## config.mk

```make
export PLATFORM = sky130hd
export DESIGN_NAME = inst_encoder
export DESIGN_NICKNAME = d
export VERILOG_FILES = /design/src/rtl/inst_encoder_pkg.sv /design/src/rtl/enc_fifo2.sv /design/src/rtl/inst_encoder.sv
export SDC_FILE = /design/constraint.sdc
export NUM_CORES = 1
export LEC_CHECK = 0
export ABC_CLOCK_PERIOD_IN_PS = 4720
export CAP_MARGIN = 15
export CORE_AREA = 2 2 145 147
export DETAILED_ROUTE_END_ITERATION = 10
export DIE_AREA = 0 0 147 149
export PLACE_DENSITY = 0.72
export SKIP_LAST_GASP = 1
export SLEW_MARGIN = 20
export SYNTH_ARGS = -nofsm -noshare
export SYNTH_HDL_FRONTEND = slang
export SYNTH_HIERARCHICAL = 1
export SYNTH_SLANG_ARGS = --single-unit
```

## constraint.sdc

```tcl
create_clock -name clk -period 4.72 [get_ports clk]
set_input_delay 0.944 -clock clk [delete_from_list [all_inputs] [get_ports clk]]
set_output_delay 0.944 -clock clk [all_outputs]
set_load 0.02 [all_outputs]
```

## src/rtl/inst_encoder_pkg.sv

```systemverilog
`default_nettype none
// ============================================================================
// inst_encoder_pkg : shared RV32I ALU/operand/opcode codes and encoder types
// Revision 1.0
// ============================================================================
package inst_encoder_pkg;

    localparam logic [5:0] ALU_LB   = 6'd0;
    localparam logic [5:0] ALU_LH   = 6'd1;
    localparam logic [5:0] ALU_LW   = 6'd2;
    localparam logic [5:0] ALU_LBU  = 6'd3;
    localparam logic [5:0] ALU_LHU  = 6'd4;
    localparam logic [5:0] ALU_SB   = 6'd5;
    localparam logic [5:0] ALU_SH   = 6'd6;
    localparam logic [5:0] ALU_SW   = 6'd7;
    localparam logic [5:0] ALU_ADD  = 6'd8;
    localparam logic [5:0] ALU_SUB  = 6'd9;
    localparam logic [5:0] ALU_XOR  = 6'd10;
    localparam logic [5:0] ALU_OR   = 6'd11;
    localparam logic [5:0] ALU_AND  = 6'd12;
    localparam logic [5:0] ALU_SLL  = 6'd13;
    localparam logic [5:0] ALU_SRL  = 6'd14;
    localparam logic [5:0] ALU_SRA  = 6'd15;
    localparam logic [5:0] ALU_SLT  = 6'd16;
    localparam logic [5:0] ALU_SLTU = 6'd17;
    localparam logic [5:0] ALU_BEQ  = 6'd18;
    localparam logic [5:0] ALU_BNE  = 6'd19;
    localparam logic [5:0] ALU_BLT  = 6'd20;
    localparam logic [5:0] ALU_BGE  = 6'd21;
    localparam logic [5:0] ALU_BLTU = 6'd22;
    localparam logic [5:0] ALU_BGEU = 6'd23;
    localparam logic [5:0] ALU_JAL  = 6'd24;
    localparam logic [5:0] ALU_JALR = 6'd25;
    localparam logic [5:0] ALU_LUI  = 6'd26;
    localparam logic [5:0] ALU_NOP  = 6'd63;

    localparam logic [1:0] OP_TYPE_NONE = 2'd0;
    localparam logic [1:0] OP_TYPE_REG  = 2'd1;
    localparam logic [1:0] OP_TYPE_IMM  = 2'd2;
    localparam logic [1:0] OP_TYPE_PC   = 2'd3;

    localparam logic [6:0] OP_LUI    = 7'b0110111;
    localparam logic [6:0] OP_AUIPC  = 7'b0010111;
    localparam logic [6:0] OP_JAL    = 7'b1101111;
    localparam logic [6:0] OP_JALR   = 7'b1100111;
    localparam logic [6:0] OP_BRANCH = 7'b1100011;
    localparam logic [6:0] OP_LOAD   = 7'b0000011;
    localparam logic [6:0] OP_STORE  = 7'b0100011;
    localparam logic [6:0] OP_OPIMM  = 7'b0010011;
    localparam logic [6:0] OP_OP     = 7'b0110011;

    localparam logic [2:0] F3_ADD_SUB = 3'd0;
    localparam logic [2:0] F3_SLL     = 3'd1;
    localparam logic [2:0] F3_SLT     = 3'd2;
    localparam logic [2:0] F3_SLTU    = 3'd3;
    localparam logic [2:0] F3_XOR     = 3'd4;
    localparam logic [2:0] F3_SRL_SRA = 3'd5;
    localparam logic [2:0] F3_OR      = 3'd6;
    localparam logic [2:0] F3_AND     = 3'd7;
    localparam logic [2:0] F3_BEQ     = 3'd0;
    localparam logic [2:0] F3_BNE     = 3'd1;
    localparam logic [2:0] F3_BLT     = 3'd4;
    localparam logic [2:0] F3_BGE     = 3'd5;
    localparam logic [2:0] F3_BLTU    = 3'd6;
    localparam logic [2:0] F3_BGEU    = 3'd7;
    localparam logic [2:0] F3_LB      = 3'd0;
    localparam logic [2:0] F3_LH      = 3'd1;
    localparam logic [2:0] F3_LW      = 3'd2;
    localparam logic [2:0] F3_LBU     = 3'd4;
    localparam logic [2:0] F3_LHU     = 3'd5;
    localparam logic [2:0] F3_SB      = 3'd0;
    localparam logic [2:0] F3_SH      = 3'd1;
    localparam logic [2:0] F3_SW      = 3'd2;
    localparam logic [2:0] F3_JALR    = 3'd0;

    localparam logic [6:0] F7_BASE = 7'h00;
    localparam logic [6:0] F7_ALT  = 7'h20;

    typedef enum logic [2:0] {
        FMT_R  = 3'd0,
        FMT_I  = 3'd1,
        FMT_SH = 3'd2,
        FMT_S  = 3'd3,
        FMT_B  = 3'd4,
        FMT_U  = 3'd5,
        FMT_J  = 3'd6
    } fmt_e;

    // True when v[31:lo] is a pure sign extension (all zeros or all ones).
    function automatic logic sext_fits(input logic [31:0] v, input int unsigned lo);
        logic [31:0] s;
        s = $signed(v) >>> lo;
        return (s == '0) || (s == '1);
    endfunction

endpackage
`default_nettype wire

```

## src/rtl/enc_fifo2.sv

```systemverilog
`default_nettype none
// ============================================================================
// enc_fifo2 : 2-entry valid/ready skid buffer with registered push-ready
// Revision 1.0
// ============================================================================
module enc_fifo2 #(
    parameter int                 DATA_W     = 64,
    parameter logic [DATA_W-1:0]  RESET_DATA = '0
) (
    input  logic              clk,
    input  logic              rst_n,
    input  logic              push_i,
    input  logic [DATA_W-1:0] push_data_i,
    output logic              push_ready_o,
    input  logic              pop_ready_i,
    output logic              pop_valid_o,
    output logic [DATA_W-1:0] pop_data_o
);

    logic [1:0]        count_q, count_d;
    logic [DATA_W-1:0] head_q, head_d;
    logic [DATA_W-1:0] tail_q, tail_d;
    logic              ready_q;
    logic              w_pop;

    assign w_pop = (count_q != 2'd0) && pop_ready_i;

    always_comb begin
        head_d  = head_q;
        tail_d  = tail_q;
        count_d = count_q;
        case ({push_i, w_pop})
            2'b10: begin
                if (count_q == 2'd0) head_d = push_data_i;
                else                 tail_d = push_data_i;
                count_d = count_q + 2'd1;
            end
            2'b01: begin
                head_d  = tail_q;
                count_d = count_q - 2'd1;
            end
            2'b11: begin
                if (count_q == 2'd1) begin
                    head_d = push_data_i;
                end else begin
                    head_d = tail_q;
                    tail_d = push_data_i;
                end
            end
            default: ;
        endcase
    end

    // Ready is computed from the next occupancy so it never depends on pop_ready_i combinationally.
    always_ff @(posedge clk) begin
        if (!rst_n) begin
            count_q <= 2'd0;
            head_q  <= RESET_DATA;
            tail_q  <= RESET_DATA;
            ready_q <= 1'b0;
        end else begin
            count_q <= count_d;
            head_q  <= head_d;
            tail_q  <= tail_d;
            ready_q <= (count_d != 2'd2);
        end
    end

    assign push_ready_o = ready_q;
    assign pop_valid_o  = (count_q != 2'd0);
    assign pop_data_o   = head_q;

endmodule
`default_nettype wire

```

## src/rtl/inst_encoder.sv

```systemverilog
`default_nettype none
// ============================================================================
// inst_encoder : streaming RV32I field-bundle to instruction-word encoder
// Revision 1.0
// ============================================================================
module inst_encoder
    import inst_encoder_pkg::*;
#(
    parameter logic [31:0] BASE_ADDR = 32'h0000_0000
) (
    input  logic        clk,
    input  logic        rst_n,
    input  logic        in_valid,
    output logic        in_ready,
    input  logic [4:0]  rs1_src,
    input  logic [4:0]  rs2_src,
    input  logic [4:0]  rd_src,
    input  logic [31:0] imm,
    input  logic [5:0]  alucode,
    input  logic [1:0]  aluop1_type,
    input  logic [1:0]  aluop2_type,
    input  logic        is_load,
    input  logic        is_store,
    output logic        out_valid,
    input  logic        out_ready,
    output logic [31:0] out_inst,
    output logic [31:0] out_addr,
    output logic        err,
    output logic [7:0]  err_cnt
);

    logic        w_known, w_arith, w_ld_code, w_st_code;
    logic        w_range_ok, w_flags_ok, w_legal, w_accept, w_push;
    logic [6:0]  w_opcode, w_f7;
    logic [2:0]  w_f3;
    fmt_e        w_fmt;
    logic [31:0] w_inst;
    logic [63:0] w_fifo_out;

    logic [31:0] addr_q;
    logic        err_q;
    logic [7:0]  err_cnt_q;

    always_comb begin
        w_known   = 1'b1;
        w_arith   = 1'b0;
        w_ld_code = 1'b0;
        w_st_code = 1'b0;
        w_opcode  = OP_OPIMM;
        w_f3      = 3'd0;
        w_f7      = F7_BASE;
        w_fmt     = FMT_I;
        case (alucode)
            ALU_LUI:  begin w_opcode = OP_LUI;  w_fmt = FMT_U; end
            ALU_JAL:  begin w_opcode = OP_JAL;  w_fmt = FMT_J; end
            ALU_JALR: begin w_opcode = OP_JALR; w_f3 = F3_JALR; end
            ALU_BEQ:  begin w_opcode = OP_BRANCH; w_fmt = FMT_B; w_f3 = F3_BEQ;  end
            ALU_BNE:  begin w_opcode = OP_BRANCH; w_fmt = FMT_B; w_f3 = F3_BNE;  end
            ALU_BLT:  begin w_opcode = OP_BRANCH; w_fmt = FMT_B; w_f3 = F3_BLT;  end
            ALU_BGE:  begin w_opcode = OP_BRANCH; w_fmt = FMT_B; w_f3 = F3_BGE;  end
            ALU_BLTU: begin w_opcode = OP_BRANCH; w_fmt = FMT_B; w_f3 = F3_BLTU; end
            ALU_BGEU: begin w_opcode = OP_BRANCH; w_fmt = FMT_B; w_f3 = F3_BGEU; end
            ALU_SB:   begin w_opcode = OP_STORE; w_fmt = FMT_S; w_f3 = F3_SB; w_st_code = 1'b1; end
            ALU_SH:   begin w_opcode = OP_STORE; w_fmt = FMT_S; w_f3 = F3_SH; w_st_code = 1'b1; end
            ALU_SW:   begin w_opcode = OP_STORE; w_fmt = FMT_S; w_f3 = F3_SW; w_st_code = 1'b1; end
            ALU_LB:   begin w_opcode = OP_LOAD; w_f3 = F3_LB;  w_ld_code = 1'b1; end
            ALU_LH:   begin w_opcode = OP_LOAD; w_f3 = F3_LH;  w_ld_code = 1'b1; end
            ALU_LW:   begin w_opcode = OP_LOAD; w_f3 = F3_LW;  w_ld_code = 1'b1; end
            ALU_LBU:  begin w_opcode = OP_LOAD; w_f3 = F3_LBU; w_ld_code = 1'b1; end
            ALU_LHU:  begin w_opcode = OP_LOAD; w_f3 = F3_LHU; w_ld_code = 1'b1; end
            ALU_ADD, ALU_SUB: begin w_arith = 1'b1; w_f3 = F3_ADD_SUB; end
            ALU_SLL:          begin w_arith = 1'b1; w_f3 = F3_SLL;     end
            ALU_SLT:          begin w_arith = 1'b1; w_f3 = F3_SLT;     end
            ALU_SLTU:         begin w_arith = 1'b1; w_f3 = F3_SLTU;    end
            ALU_XOR:          begin w_arith = 1'b1; w_f3 = F3_XOR;     end
            ALU_SRL, ALU_SRA: begin w_arith = 1'b1; w_f3 = F3_SRL_SRA; end
            ALU_OR:           begin w_arith = 1'b1; w_f3 = F3_OR;      end
            ALU_AND:          begin w_arith = 1'b1; w_f3 = F3_AND;     end
            default:          w_known = 1'b0;
        endcase

        // Operand types pick between AUIPC, register and immediate forms of the ALU group.
        if (w_arith) begin
            if (alucode == ALU_SUB || alucode == ALU_SRA) w_f7 = F7_ALT;
            if (alucode == ALU_ADD && aluop1_type == OP_TYPE_IMM && aluop2_type == OP_TYPE_PC) begin
                w_opcode = OP_AUIPC;
                w_fmt    = FMT_U;
            end else if (aluop2_type == OP_TYPE_REG) begin
                w_opcode = OP_OP;
                w_fmt    = FMT_R;
            end else if (aluop2_type == OP_TYPE_IMM && alucode != ALU_SUB) begin
                w_opcode = OP_OPIMM;
                w_fmt    = (w_f3 == F3_SLL || w_f3 == F3_SRL_SRA) ? FMT_SH : FMT_I;
            end else begin
                w_known = 1'b0;
            end
        end
    end

    always_comb begin
        w_range_ok = 1'b1;
        w_inst     = '0;
        case (w_fmt)
            FMT_R: begin
                w_inst = {w_f7, rs2_src, rs1_src, w_f3, rd_src, w_opcode};
            end
            FMT_I: begin
                w_range_ok = sext_fits(imm, 11);
                w_inst     = {imm[11:0], rs1_src, w_f3, rd_src, w_opcode};
            end
            FMT_SH: begin
                w_range_ok = (imm[31:5] == '0);
                w_inst     = {w_f7, imm[4:0], rs1_src, w_f3, rd_src, w_opcode};
            end
            FMT_S: begin
                w_range_ok = sext_fits(imm, 11);
                w_inst     = {imm[11:5], rs2_src, rs1_src, w_f3, imm[4:0], w_opcode};
            end
            FMT_B: begin
                w_range_ok = !imm[0] && sext_fits(imm, 12);
                w_inst     = {imm[12], imm[10:5], rs2_src, rs1_src, w_f3,
                              imm[4:1], imm[11], w_opcode};
            end
            FMT_U: begin
                w_range_ok = (imm[11:0] == '0);
                w_inst     = {imm[31:12], rd_src, w_opcode};
            end
            FMT_J: begin
                w_range_ok = !imm[0] && sext_fits(imm, 20);
                w_inst     = {imm[20], imm[10:1], imm[11], imm[19:12], rd_src, w_opcode};
            end
            default: w_range_ok = 1'b0;
        endcase
    end

    assign w_flags_ok = !(is_load && is_store) && (is_load == w_ld_code) && (is_store == w_st_code);
    assign w_legal    = w_known && w_range_ok && w_flags_ok;
    assign w_accept   = in_valid && in_ready;
    assign w_push     = w_accept && w_legal;

    always_ff @(posedge clk) begin
        if (!rst_n) begin
            addr_q    <= BASE_ADDR;
            err_q     <= 1'b0;
            err_cnt_q <= 8'd0;
        end else begin
            if (w_push) addr_q <= addr_q + 32'd4;
            err_q <= w_accept && !w_legal;
            if (w_accept && !w_legal && err_cnt_q != 8'hFF) err_cnt_q <= err_cnt_q + 8'd1;
        end
    end

    enc_fifo2 #(
        .DATA_W     (64),
        .RESET_DATA ({BASE_ADDR, 32'h0000_0000})
    ) u_fifo (
        .clk          (clk),
        .rst_n        (rst_n),
        .push_i       (w_push),
        .push_data_i  ({addr_q, w_inst}),
        .push_ready_o (in_ready),
        .pop_ready_i  (out_ready),
        .pop_valid_o  (out_valid),
        .pop_data_o   (w_fifo_out)
    );

    assign out_inst = w_fifo_out[31:0];
    assign out_addr = w_fifo_out[63:32];
    assign err      = err_q;
    assign err_cnt  = err_cnt_q;

endmodule
`default_nettype wire

```

==> results of run 1 <==
power by group through the flow:
stage	registers [uW]	clock network [uW]	logic, uW
6_report	1440	1360	256
5_1_grt	1440	1450	276
4_1_cts	1440	1380	253
3_5_place_dp	1470	0	252
3_3_place_gp	1470	0	251
2_1_floorplan	1480	0	123
worst paths after layout:
| kind | from | endpoint | slack (ns) | depth (start not counted) |
|---|---|---|---|---|
| worst max-delay path | alucode[0] | u_fifo/tail_q[48] | 0.52 | 15 |
| worst min-delay path | u_fifo/tail_q[9] | u_fifo/tail_q[9] | 0.47 | 2 |
| worst max register to register | addr_q[9] | addr_q[29] | 2.14 | 8 |
| worst min register to register | u_fifo/tail_q[9] | u_fifo/tail_q[9] | 0.47 | 2 |
synth_stat cells, types with 3 or more instances:
cell | number | share of area
buf_6 | 4 | 0.0050
a22o_1 | 6 | 0.0058
nor2b_1 | 7 | 0.0049
and3_1 | 10 | 0.0069
o21a_1 | 3 | 0.0025
a222oi_1 | 4 | 0.0044
nand2b_1 | 16 | 0.011
and2_1 | 6 | 0.0042
mux2_2 | 10 | 0.012
a31oi_1 | 65 | 0.045
dfxtp_1 | 170 | 0.38
buf_1 | 7 | 0.0029
a211oi_1 | 7 | 0.0058
or3_1 | 16 | 0.011
a21oi_1 | 95 | 0.053
ha_1 | 7 | 0.0097
nand2_1 | 38 | 0.016
o31ai_1 | 69 | 0.057
o311ai_0 | 3 | 0.0029
nor3b_1 | 3 | 0.0025
nand3_1 | 15 | 0.0083
nand4_1 | 17 | 0.012
or4_1 | 6 | 0.0050
inv_1 | 20 | 0.0083
buf_2 | 38 | 0.021
a22oi_1 | 4 | 0.0033
nor4_1 | 7 | 0.0049
o21ai_0 | 78 | 0.043
nor2_1 | 30 | 0.012
mux2i_1 | 10 | 0.011
clkbuf_1 | 64 | 0.027
o21ai_1 | 145 | 0.081
buf_4 | 4 | 0.0033
nor3_1 | 12 | 0.0067
a21o_1 | 5 | 0.0042
xnor2_1 | 3 | 0.0029
o211ai_1 | 67 | 0.056
routing by layer:
metal | up-vias | part of all wire
met3 | 46 | 0.065
li1 | 4482 | -
met5 | - | 0
met2 | 350 | 0.47
met1 | 4390 | 0.45
met4 | 0 | 0.018
cell families (layout without fill, tap and decap cells):
family          after synthesis  in the layout  synth area share
compound gates              575            575             0.391
simple gates                201            201             0.124
flops                       170            170             0.378
buf+inv                     138            237            0.0678
mux                          20             20            0.0236
fa+ha+maj                     7              7           0.00972
xor+xnor                      5              5           0.00486
other cells                   2              8          0.000834
registers in the layout, indices dropped and copies added, names as in the netlist:
register / cells
u_fifo/tail_q: 64
u_fifo/count_q: 2
err_cnt: 8
u_fifo/push_ready_o: 1
err: 1
u_fifo/pop_data_o: 64
addr_q: 30
worst reg2reg max path: stages, from the launching register on:
cell and delay [ns]:
dfxtp_1 0.47, nand4_1 0.17, nor3_1 0.35, nand4_1 0.23, nor2_1 0.30, and4_1 0.27, nand3_1 0.13, or4_1 0.42
a21oi_1 0.14
cell type report:
cell class,count,share of cell area
Tap cell,275,0.0302
Sequential cell,170,0.298
Clock buffer,23,0.0428
Clock inverter,8,0.00767
Multi-Input combinational cell,816,0.443
Inverter,21,0.00691
Timing Repair Buffer,185,0.171
stage by stage:
stage	power, uW	hold WS (ns)	util	cell area [sq um]
finish	3060	0.468	0.555	11400
global route	3160	0.491	0.555	11400
CTS	3070	0.468	0.555	11400
detailed placement	1730	0.458	0.527	10800
global placement	1730	0.452	0.527	10800
floorplan	1600	0.445	-	9030
==> load_flow_metrics.sql, run 1 <==
INSERT INTO impl_metrics (metric_group, metric, value, unit) VALUES
('status', 'status', 'finished clean', ''),
('grt', 'global_route.usage.met2', '0.421', ''),
('sta', 'min_period', '4.20', 'ns'),
('pwr', 'vdd_drop_max', '0.186', 'mV'),
('clocking', 'cts.repair_timing.setup_buffer_count', '0', ''),
('grt', 'global_route_congestion_overflow_total', '0', ''),
('sta', 'clock.fmax', '238', 'MHz'),
('setup_path', 'critPathLaunchType', 'input port', ''),
('detailed_routing', 'route.final.wire_length', '27.9', 'mm'),
('yosys', 'synthesis.instances', '1118', ''),
('clocking', 'maximum_number_of_buffers_from_clock_root_to_sink', '2', ''),
('floorplan', 'start_util', '0.438', ''),
('floorplan', 'placement_rows', '53', ''),
('floorplan', 'io_pins', '138', ''),
('yosys', 'synth_edf_count', '0', ''),
('setup_path', 'number_of_buffers_and_inverters_on_the_critical_path', '4', ''),
('grt', 'grt_max_degree', '67', ''),
('detailed_routing', 'drt_wl_cell', '18.6', 'um'),
('floorplan', 'die-area', '21900', 'sq um'),
('sta', 'tightestPinTransition', '0.845', 'ns'),
('setup_path', 'crit_path_end_kind', 'register', ''),
('grt', 'global_route.peak_usage_layer', 'met2', ''),
('sta', 'finalCritPeriodShare', '0.889', ''),
('pwr', 'power.density_cell_area', '268', 'nW/um^2'),
('clocking', 'cts_made_buffers', '17', ''),
('yosys', 'synth.distinct_cells', '71', ''),
('yosys', 'synth-warning-count', '6', ''),
('floorplan', 'vertical_extent_of_the_die', '149', 'um'),
('sta', 'hold_viol', '0', ''),
('cells_and_area', 'filler_cell_count', '1938', ''),
('yosys', 'synthesis.area', '9010', 'sq um'),
('detailed_routing', 'num_vias', '9268', ''),
('setup_path', 'timing.critical_path.required', '4.99', 'ns'),
('setup_path', 'crit_path_cell_trace', 'clkdlybuf4s50_1 -> or4b_4 -> or3_1 -> a21oi_2 -> buf_4 -> o31a_1 -> o211ai_2 -> o21ai_2 -> nor2_1 -> ha_1 -> buf_4 -> and2_4 -> buf_12 -> o31ai_1 -> a21oi_1', ''),
('setup_path', 'cp_top_family', 'simple AND/OR/NAND/NOR gates', ''),
('grt', 'global_route.usage.met3', '0.0410', ''),
('sta', 'finalSetupViolations', '0', ''),
('floorplan', 'core_area', '20600', 'sq um'),
('hold_path', 'holdCritPathClass', 'register to register', ''),
('clocking', 'tritoncts', 'built', ''),
('cells_and_area', 'insertedDiodeCount', '0', ''),
('placed_design', 'gp_routability_congestion', '0.928', ''),
('setup_path', 'critPathArrivalTime', '4.47', 'ns'),
('grt', 'global_route_wire_length_before_repair', '45.5', 'mm'),
('pwr', 'power_leakage', '0.00359', 'uW'),
('grt', 'grt_util_met1', '0.346', ''),
('pwr', 'sequential_power_share', '0.471', ''),
('setup_path', 'crit_type', 'input port to register', ''),
('setup_path', 'cpMostUsedCell', 'buf_4', ''),
('clocking', 'htreeDepth', '4', ''),
('yosys', 'ys_ff_latch', '170', ''),
('placed_design', 'numPortBuffers', '137', ''),
('setup_path', 'critical_path_s_largest_stage_delay', '0.58', 'ns'),
('cells_and_area', 'layout.cells.most_common', 'dfxtp_1', ''),
('placed_design', 'detailedPlace.worstSlack', '0.127', 'ns'),
('setup_path', 'critical_path_peak_fanout', '40', ''),
('pwr', 'p_sw', '726', 'uW'),
('yosys', 'predominant_post_synthesis_flop_cell', 'dfxtp_1', ''),
('cells_and_area', 'mostFrequentLayoutCells', 'dfxtp_1 (170), o21ai_1 (145), clkdlybuf4s50_1 (136)', ''),
('sta', 'finalWorstSetupSlack', '0.525', 'ns'),
('sta', 'slew_headroom', '0.437', ''),
('pwr', 'cellInternalPower', '2330', 'uW'),
('yosys', 'share_of_the_yosys_chip_area_belonging_to_registers', '0.378', ''),
('cells_and_area', 'final_cells', '1498', ''),
('cells_and_area', 'sequential_cell_area', '3400', 'sq um'),
('pwr', 'pwr-share-comb', '0.084', ''),
('clocking', 'worstSkewPairLatency', '0.43', 'ns'),
('flow_run', 'max_cap_viol_count', '0', ''),
('grt', 'number_of_antenna_violations_at_the_first_check_in_global_routing', '0', ''),
('sta', 'fin_tns_setup', '0', 'ns'),
('grt', 'grt_usage', '0.256', '');
No activity file was read; power rests on OpenSTA's default activity.
==> run 2: changes to the inputs <==
--- a/config.mk
+++ b/config.mk
@@ -5,12 +5,14 @@
 export SDC_FILE = /design/constraint.sdc
 export NUM_CORES = 1
 export LEC_CHECK = 0
+export ABC_AREA = 1
 export ABC_CLOCK_PERIOD_IN_PS = 4720
 export CAP_MARGIN = 15
-export CORE_AREA = 2 2 145 147
+export CORE_AREA = 2 2 153 155
 export DETAILED_ROUTE_END_ITERATION = 10
-export DIE_AREA = 0 0 147 149
-export PLACE_DENSITY = 0.72
+export DIE_AREA = 0 0 155 157
+export HOLD_SLACK_MARGIN = 0.05
+export PLACE_DENSITY = 0.71
 export SKIP_LAST_GASP = 1
 export SLEW_MARGIN = 20
 export SYNTH_ARGS = -nofsm -noshare
==> load_flow_metrics.sql, run 2 <==
INSERT INTO impl_metrics (metric_group, metric, value, unit) VALUES
('floorplan', 'placement_rows', '55', ''),
('clocking', 'cts_root_buf', 'clkbuf_16', ''),
('pwr', 'vdd_drop_max', '0.264', 'mV'),
('cells_and_area', 'final_cells', '1925', ''),
('yosys', 'share_of_the_yosys_chip_area_belonging_to_registers', '0.340', ''),
('detailed_routing', 'route.final.wire_length', '29.7', 'mm'),
('grt', 'global_route.usage.met2', '0.386', ''),
('cells_and_area', 'finish.utilization', '0.535', ''),
('setup_path', 'cpMostUsedCell', 'nand3_1', ''),
('yosys', 'synth.distinct_cells', '39', ''),
('sta', 'slew_viol_final', '0', ''),
('placed_design', 'place.detailed.instances', '1893', ''),
('clocking', 'cts_hold_buffers', '0', ''),
('detailed_routing', 'ant_nets', '0', ''),
('clocking', 'cts.repair_timing.setup_buffer_count', '0', ''),
('setup_path', 'crit_path_end_kind', 'register', ''),
('sta', 'clock.fmax', '254', 'MHz'),
('yosys', 'synthesis.area', '10000', 'sq um'),
('yosys', 'synthesis.instances', '1529', ''),
('clocking', 'ctsResizeCount', '0', ''),
('setup_path', 'crit_path_cell_trace', 'clkdlybuf4s50_1 -> nor2_2 -> inv_2 -> nor2_1 -> nand2_1 -> nand3_1 -> nor2_1 -> nand3_1 -> nand2_2 -> nand3_1 -> nand4_2 -> nand3_2 -> inv_2 -> ha_1 -> nand2_2 -> buf_4 -> nand4_1 -> a21oi_1', ''),
('detailed_routing', 'vias_per_cell', '5.38', ''),
('yosys', 'yosys-top-cells-count', 'nand2_1 (442), inv_1 (206), nand3_1 (176)', ''),
('placed_design', 'post_place_cell_area', '11400', 'sq um'),
('grt', 'global_route.peak_usage_layer', 'met2', ''),
('pwr', 'power.density_cell_area', '259', 'nW/um^2'),
('grt', 'global_route_wire_length_before_repair', '48.5', 'mm'),
('setup_path', 'crit_type', 'input port to register', ''),
('sta', 'fin_tns_setup', '0', 'ns'),
('detailed_routing', 'num_vias', '10357', ''),
('grt', 'grt_util_met1', '0.341', ''),
('cells_and_area', 'drive_above_1_share', '0.0579', ''),
('clocking', 'htreeDepth', '4', ''),
('cells_and_area', 'layout.cells.most_common', 'nand2_1', ''),
('yosys', 'predominant_post_synthesis_flop_cell', 'dfxtp_1', ''),
('floorplan', 'die-area', '24300', 'sq um'),
('grt', 'grt_usage', '0.244', ''),
('detailed_routing', 'drt_first_iter_violations', '1100', ''),
('status', 'status', 'finished clean', ''),
('yosys', 'netlist.top_cell.by_area', 'dfxtp_1', ''),
('grt', 'first_global_vias', '9411', ''),
('yosys', 'synth.top_cell.area_share', '0.340', ''),
('sta', 'hold_viol', '0', ''),
('setup_path', 'timing.critical_path.required', '5.07', 'ns'),
('setup_path', 'cp_top_family', 'simple AND/OR/NAND/NOR gates', ''),
('yosys', 'synth_async_sr_flop_share', '0', ''),
('cells_and_area', 'area_delta_synth_final', '20.2', '%'),
('clocking', 'tritoncts', 'built', ''),
('cells_and_area', 'mostFrequentLayoutCells', 'nand2_1 (438), inv_1 (205), nand3_1 (176)', ''),
('placed_design', 'numPortBuffers', '137', ''),
('sta', 'timing.clock.skew', '0.0131', 'ns'),
('placed_design', 'gp_routability_congestion', '0.922', ''),
('clocking', 'maximum_number_of_buffers_from_clock_root_to_sink', '2', ''),
('clocking', 'cts_made_buffers', '17', ''),
('clocking', 'clkSlewWorstSetupHoldPaths', '0.07', 'ns'),
('clocking', 'clock_sink_count', '170', ''),
('hold_path', 'holdCritPathClass', 'register to register', ''),
('floorplan', 'io_pins', '138', ''),
('setup_path', 'number_of_buffers_and_inverters_on_the_critical_path', '4', ''),
('placed_design', 'detailedPlace.worstSlack', '0.443', 'ns'),
('setup_path', 'critPathArrivalTime', '4.28', 'ns'),
('clocking', 'worstSkewPairLatency', '0.43', 'ns'),
('pwr', 'power_leakage', '0.00550', 'uW'),
('setup_path', 'max_stage_delay_cell_worst_path', 'buf_4', ''),
('yosys', 'synth_edf_count', '0', ''),
('floorplan', 'core_area', '22500', 'sq um'),
('grt', 'global_route_congestion_overflow_total', '0', ''),
('floorplan', 'die_width', '155', 'um'),
('detailed_routing', 'firstDrtPassIters', '6', ''),
('sta', 'finalWorstSetupSlack', '0.783', 'ns'),
('sta', 'min_period', '3.94', 'ns'),
('cells_and_area', 'finish.net_count', '1697', ''),
('placed_design', 'half_perimeter_wire_length_after_placement', '20.1', 'mm'),
('sta', 'tightestPinTransition', '0.781', 'ns'),
('flow_run', 'max_cap_viol_count', '0', ''),
('detailed_routing', 'drt_wl_cell', '15.4', 'um'),
('sta', 'finalSetupViolations', '0', ''),
('yosys', 'syn_area_per_cell', '6.55', 'sq um'),
('grt', 'grt_max_degree', '70', ''),
('grt', 'number_of_antenna_violations_at_the_first_check_in_global_routing', '0', ''),
('sta', 'finalCritPeriodShare', '0.834', ''),
('setup_path', 'critical_path_peak_fanout', '44', ''),
('yosys', 'synth-warning-count', '6', ''),
('yosys', 'yosys.cell_count.top_type', 'nand2_1', ''),
('sta', 'slew_headroom', '0.479', ''),
('floorplan', 'start_util', '0.445', ''),
('cells_and_area', 'final_area', '12000', 'sq um'),
('yosys', 'synth_area_leaders', 'dfxtp_1 (34%), nand2_1 (17%), nand3_1 (8.8%)', ''),
('sta', 'grt_setup_unrepaired', 'no', ''),
('setup_path', 'critPathLaunchType', 'input port', ''),
('yosys', 'ys_ff_latch', '170', ''),
('grt', 'global_route.usage.met3', '0.0402', ''),
('setup_path', 'critical_path_s_largest_stage_delay', '0.47', 'ns'),
('floorplan', 'vertical_extent_of_the_die', '157', 'um'),
('detailed_routing', 'post-route-drc-count', '0', ''),
('cells_and_area', 'insertedDiodeCount', '0', '');
-- run 2: changes by cell type after synthesis, sizes merged, moves of 63 or more --
| cell | change |
|---|---|
| nand3b | +63 |
| nand4 | +72 |
| nand3 | +164 |
| o21ai | -203 |
| inv | +194 |
| nand2 | +412 |
| o31ai | -68 |
| o211ai | -65 |
| a31oi | -64 |
-- run 2: area by class of cell --
class / count / area [sq um]
clock buffers: 19 / 453
inverters: 216 / 811
clock inverters: 13 / 154
fillers: 2183 / 10500
multi-input cells: 1058 / 5250
flip-flops and latches: 170 / 3400
well taps: 285 / 357
repair buffers: 164 / 1610
-- run 2: kinds of logic after synthesis --
| logic type | synth area share |
|---|---|
| AOI/OAI and AO/OA | 0.0715 |
| buffers and inverters | 0.139 |
| DFF | 0.340 |
| other | 0.000750 |
| adders and majority gates | 0.00875 |
| xor gates and xnor gates | 0.0306 |
| and+or+nand+nor | 0.409 |
-- run 2: stage by stage --
step	hold slack [ns]	power (uW)
after floorplan	0.440	1600
after global placement	0.448	1700
after detailed placement	0.452	1700
after CTS	0.463	3130
after global routing	0.478	3210
final	0.462	3110
-- run 2: power breakdown --
| part | internal (uW) | switching (uW) | leakage [uW] | total (uW) |
|---|---|---|---|---|
| clock network | 821 | 618 | 0.000292 | 1440 |
| registers | 1440 | 1.49 | 0.00137 | 1440 |
| logic | 93.2 | 145 | 0.00384 | 238 |
-- run 2: per-layer routing --
layer  up-vias  wire length, um
li1       5145                -
met1      4729            13900
met2       440            13200
met3        43             2040
met4         0              595
met5         -                0
-- run 2: worst register-to-register path, cell delays in order, from the launching register on --
cell and delay (ns):
dfxtp_1 0.33, inv_1 0.08, ha_1 0.25, inv_2 0.09, nand2_2 0.51, inv_1 0.15
ha_1 0.27, nand2_2 0.10, buf_4 0.47, nand4_1 0.19, a21oi_1 0.18
-- run 2: path summary, 6_finish.rpt --
| check | from | end | slack (ns) | cells after the start |
|---|---|---|---|---|
| max | alucode[4] | u_fifo/tail_q[4] | 0.78 | 18 |
| min | u_fifo/tail_q[58] | u_fifo/tail_q[58] | 0.46 | 2 |
| max reg2reg | u_fifo/count_q[0] | u_fifo/tail_q[4] | 2.01 | 10 |
| min reg2reg | u_fifo/tail_q[58] | u_fifo/tail_q[58] | 0.46 | 2 |
